[config.mk]
export PLATFORM = sky130hd
export DESIGN_NAME = lif_spike_fifo_reader
export DESIGN_NICKNAME = d
export VERILOG_FILES = /design/src/rtl/lif_acc_pkg.sv /design/src/rtl/lif_lane_priority_enc.sv /design/src/rtl/lif_spike_fifo_reader.sv
export SDC_FILE = /design/constraint.sdc
export NUM_CORES = 1
export LEC_CHECK = 0
export ABC_AREA = 1
export CORE_MARGIN = 2
export CORE_UTILIZATION = 25
export DETAILED_ROUTE_END_ITERATION = 12
export PLACE_DENSITY = 0.52
export SYNTH_ARGS = -nofsm -noshare
export SYNTH_HDL_FRONTEND = slang
export SYNTH_HIERARCHICAL = 1
export SYNTH_SLANG_ARGS = --single-unit
[constraint.sdc]
create_clock -name clk_i -period 1.22 [get_ports clk_i]
set_input_delay 0.244 -clock clk_i [delete_from_list [all_inputs] [get_ports clk_i]]
set_output_delay 0.244 -clock clk_i [all_outputs]
set_load 0.01 [all_outputs]
[src/rtl/lif_acc_pkg.sv]
// rtl/lif_acc_pkg.sv - shared types and defaults for the LIF spike FIFO reader
package lif_acc_pkg;

  typedef enum logic [2:0] {
    S_IDLE,
    S_REQ,
    S_WAIT,
    S_SCAN,
    S_EOS,
    S_DONE
  } state_t;

  localparam int DEF_NEURONS = 256;
  localparam int DEF_LANES   = 4;
  localparam int DEF_ADDR_W  = 8;
  localparam int EOS_ADDR    = 0;

endpackage

[src/rtl/lif_lane_priority_enc.sv]
// rtl/lif_lane_priority_enc.sv - lowest-set-bit encoder over the spike lanes
module lif_lane_priority_enc #(
  parameter int LANES = 4,
  parameter int IDX_W = 2
) (
  input  logic [LANES-1:0] lanes,
  output logic [IDX_W-1:0] idx,
  output logic             any
);

  // Scanning downward lets the lowest set lane win the final assignment.
  always_comb begin
    idx = '0;
    any = 1'b0;
    for (int i = LANES - 1; i >= 0; i--) begin
      if (lanes[i]) begin
        idx = IDX_W'(i);
        any = 1'b1;
      end
    end
  end

endmodule

[src/rtl/lif_spike_fifo_reader.sv]
// rtl/lif_spike_fifo_reader.sv - drains one timestep of spike words from a FIFO
// into AER events followed by an end-of-step token.
module lif_spike_fifo_reader
  import lif_acc_pkg::*;
#(
  parameter int NEURONS = DEF_NEURONS,
  parameter int LANES   = DEF_LANES,
  parameter int ADDR_W  = DEF_ADDR_W
) (
  input  logic              clk_i,
  input  logic              rst_i,
  input  logic              start_i,
  input  logic              fifo_empty_i,
  output logic              fifo_rd_o,
  input  logic [LANES-1:0]  fifo_rdata_bi,
  output logic              aer_valid_o,
  input  logic              aer_ready_i,
  output logic [ADDR_W-1:0] aer_addr_bo,
  output logic              aer_eos_o,
  output logic              busy_o,
  output logic              done_o
);

  localparam int WORDS = NEURONS / LANES;
  localparam int IDX_W = (LANES > 1) ? $clog2(LANES) : 1;
  localparam logic [ADDR_W-1:0] LAST_WORD = ADDR_W'(WORDS - 1);
  localparam logic [ADDR_W-1:0] LANES_A   = ADDR_W'(LANES);

  if (NEURONS > (1 << ADDR_W)) begin : g_bad_neurons
    $error("NEURONS exceeds the AER address space 2**ADDR_W");
  end
  if ((NEURONS % LANES) != 0) begin : g_bad_lanes
    $error("NEURONS must be a multiple of LANES");
  end

  state_t            state;
  logic [ADDR_W-1:0] word;
  logic [LANES-1:0]  lanes;
  logic [IDX_W-1:0]  idx;
  logic              any;

  lif_lane_priority_enc #(
    .LANES(LANES),
    .IDX_W(IDX_W)
  ) u_enc (
    .lanes(lanes),
    .idx  (idx),
    .any  (any)
  );

  always_ff @(posedge clk_i) begin
    if (rst_i) begin
      state <= S_IDLE;
      word  <= '0;
      lanes <= '0;
    end else begin
      case (state)
        S_IDLE: begin
          if (start_i) begin
            word  <= '0;
            state <= S_REQ;
          end
        end
        S_REQ: begin
          if (!fifo_empty_i) state <= S_WAIT;
        end
        S_WAIT: begin
          lanes <= fifo_rdata_bi;
          state <= S_SCAN;
        end
        S_SCAN: begin
          if (any) begin
            if (aer_ready_i) lanes <= lanes & ~(LANES'(1) << idx);
          end else if (word == LAST_WORD) begin
            state <= S_EOS;
          end else begin
            word  <= word + 1'b1;
            state <= S_REQ;
          end
        end
        S_EOS: begin
          if (aer_ready_i) state <= S_DONE;
        end
        S_DONE:  state <= S_IDLE;
        default: state <= S_IDLE;
      endcase
    end
  end

  // Event outputs decode purely from registered state, so they hold while stalled.
  assign fifo_rd_o   = (state == S_REQ) && !fifo_empty_i && !rst_i;
  assign aer_valid_o = ((state == S_SCAN) && any) || (state == S_EOS);
  assign aer_eos_o   = (state == S_EOS);
  assign aer_addr_bo = ((state == S_SCAN) && any) ? (word * LANES_A + ADDR_W'(idx))
                                                  : ADDR_W'(EOS_ADDR);
  assign busy_o      = (state != S_IDLE);
  assign done_o      = (state == S_DONE);

endmodule
==> impl_metrics.yaml <==
outcome:
  outcome: "finished, violations left"
  violations: "negative setup slack"
setup_path:
  r2r-start: "state[0]"
  critPathSlowestCell: "dfxtp_1"
  cp-start-kind: "register"
  cp-endpoint: "aer_addr_bo[1]"
  rr_endpoint: "word[5]"
  r2r_setup_slack_ns: -0.25
  worstPathArrival_ns: 1.23
  cp-end-kind: "output port"
  crit_chain: "inv_2 > nand4_1 > buf_4 > nor2_1 > buf_2"
  reg2reg_depth: 11
  crit_type: "register to output port"
  startpoint: "state[2]"
  required_ns: 0.98
  worst-path-max-fanout: 5
  max_stage_delay_ns: 0.32
sta:
  max_freq_ghz: 0.676
  rsz0062_at_grt: "true"
  setup_violations: 26
  slew_violations: 0
  tightest_slew_ns: 0.287
  maxSlewHeadroom: 0.808
  hold_slack_ns: 0.505
  setup_slack_ns: -0.259
  fin_skew_ns: 0.000749
  period_minus_slack_ns: 1.48
  fin_crit_sh: 1.21
  fin_setup_tns_ns: -5.29
  hold_viol_final: 0
clock_tree:
  clk_pin_slew_worst_paths_ns: 0.06
  cts_tree: "built"
  clk_latency_ns: 0.25
  root_buffer: "clkbuf_8"
  cts_buffers: 3
  clk_path_buf_depth: 2
  ctsHoldBuffers: 0
  htree_levels: 1
  clock_sinks: 15
pwr:
  internal_power_mw: 1.18
  seqPwrFrac: 0.319
  p_comb_frac: 0.455
  p_sw_uw: 626
  sw_frac_of_total: 0.346
  p_per_area_nw_per_um2: 966
  ir_worst_vdd_uv: 539
  leakage_nw: 0.830
  p_clk_frac: 0.226
layout:
  area_delta_synth_final_pct: 88.7
  regArea_um2: 318
  final_common_cell: "buf_4"
  finalNetCount: 246
  multi_input_area_um2: 767
  fin_area_um2: 1870
  antenna_cells: 0
  n_fill_cell: 372
  drive_above_1_share: 0.528
  final_cell_mix: "36 x buf_4, 31 x nand2_1, 20 x nor2_1"
placed_design:
  portBuffers: 21
  gp_congestion: 0.840
  dp_hpwl_mm: 2.16
  postPlaceCellArea_um2: 1550
floorplan:
  die_area_um2: 4490
  io_pins: 22
  die_h_um: 67
  die-width_um: 67
  start_util: 0.265
  core-area_um2: 3740
  rows: 22
detailed_routing:
  vias: 1253
  drc: 0
  wl_per_cell_um: 10.6
  first_iter_violations: 40
  avgViaCountPerCell: 4.43
  drtPass1Iterations: 4
  wl_mm: 2.99
  antenna_left: 0
flow_run:
  max-cap-violations: 0
logic_synthesis:
  synth_seq_area_share: 0.303
  synth.ff_latch_count: 15
  yosys.area.top_type: "dfxtp_1"
  synth_area_leaders: "dfxtp_1 30%, nand2_1 16%, nor2_1 9.8%"
  synth_cell_type_count: 21
  synth_area_um2: 992
  syn_inst: 167
  syn_avg_cell_area_um2: 5.94
  synth.net_count: 177
  synth_warnings: 6
  synth_top_area_share: 0.303
global_routing:
  antenna_found_initial: 0
  grt.met1_usage: 0.186
  met3_usage: 0.0253
  grtUsageMet2: 0.251
  grt_max_degree: 12
  grt_use_total: 0.149
  grt_pass1_vias: 1158
  grt-ovfl-total: 0
  grt_pass1_wl_mm: 5.06
  top_usage_layer: "met2"
min_path:
  hp-start: "lanes[3]"
  hp-class: "register to register"
worst max-delay path: cells and delay by family, from the launching register on:
| family | cells | cell delay [ns] |
|---|---|---|
| DFF | 1 | 0.32 |
| and+or+nand+nor | 2 | 0.23 |
| buffers and inverters | 3 | 0.43 |
synth_stat cells:
library cell   n
ha_1           1
nand4_1        5
dfxtp_1       15
buf_6          2
nor3_1         4
nand3b_1       2
nand3_2        2
inv_1         24
nor2_1        26
nand2_1       41
a21oi_2        1
xnor2_1        1
nand2_2        1
clkbuf_1       2
nor2_2         2
buf_2          1
a21oi_1       15
clkinv_1       1
o21ai_0        8
inv_2          3
nand3_1       10
metal layers:
| layer | wire length, um | vias up | part of all wire |
|---|---|---|---|
| met4 | 57 | 0 | 0.019 |
| met1 | 1370 | 573 | 0.46 |
| met5 | 0 | - | 0 |
| met3 | 58 | 5 | 0.019 |
| met2 | 1510 | 12 | 0.50 |
| li1 | - | 663 | - |
how the worst min path moves through the flow:
| stage | to | cells after the start |
|---|---|---|
| after global routing | lanes[3] | 2 |
| after floorplan | lanes[0] | 2 |
| after CTS | lanes[2] | 2 |
| after detailed placement | lanes[2] | 2 |
| after global placement | lanes[2] | 2 |
| final | lanes[3] | 2 |
kinds of logic after synthesis:
| family | after synthesis | share of synthesized area |
|---|---|---|
| AO/OA/AOI/OAI | 24 | 0.125 |
| adder cells (fa/ha/maj) | 1 | 0.0126 |
| buffers and inverters | 33 | 0.141 |
| XOR/XNOR | 1 | 0.00883 |
| flip-flops | 15 | 0.303 |
| AND/OR/NAND/NOR | 93 | 0.410 |
through the flow:
step            util  worst slack (ns)  total power, mW  std cells
2_1_floorplan      -           -0.0108            0.869        167
3_3_place_gp   0.414            -0.443             1.15        271
3_5_place_dp   0.414            -0.451             1.15        271
4_1_cts        0.465            -0.287             1.73        280
5_1_grt        0.500            -0.335             1.92        283
6_report       0.500            -0.259             1.81        283
timing repair:
| action | CTS | global route |
|---|---|---|
| pin swaps | 28 | 25 |
| setup buffers | 6 | 3 |
| setup endpoints to repair | 28 | 28 |
| gates resized for setup | 105 | 31 |
final cells by class:
| cell class | instances | share of cell area |
|---|---|---|
| Sequential cell | 15 | 0.170 |
| Tap cell | 48 | 0.0321 |
| Clock buffer | 4 | 0.0241 |
| Inverter | 28 | 0.0648 |
| Multi-Input combinational cell | 119 | 0.410 |
| Timing Repair Buffer | 69 | 0.299 |
flip-flops by register name, summed over array words and instances, names as in the netlist:
signal  flops
lanes       4
state       3
word        8
power by group through the flow:
stage          clock, mW  combinational, mW  sequential, mW
6_report           0.409              0.823           0.576
5_1_grt            0.448              0.894           0.581
4_1_cts            0.428              0.731           0.576
3_5_place_dp           0              0.570           0.578
3_3_place_gp           0              0.570           0.577
2_1_floorplan          0              0.296           0.574
Power figures use the tool's default switching activity.
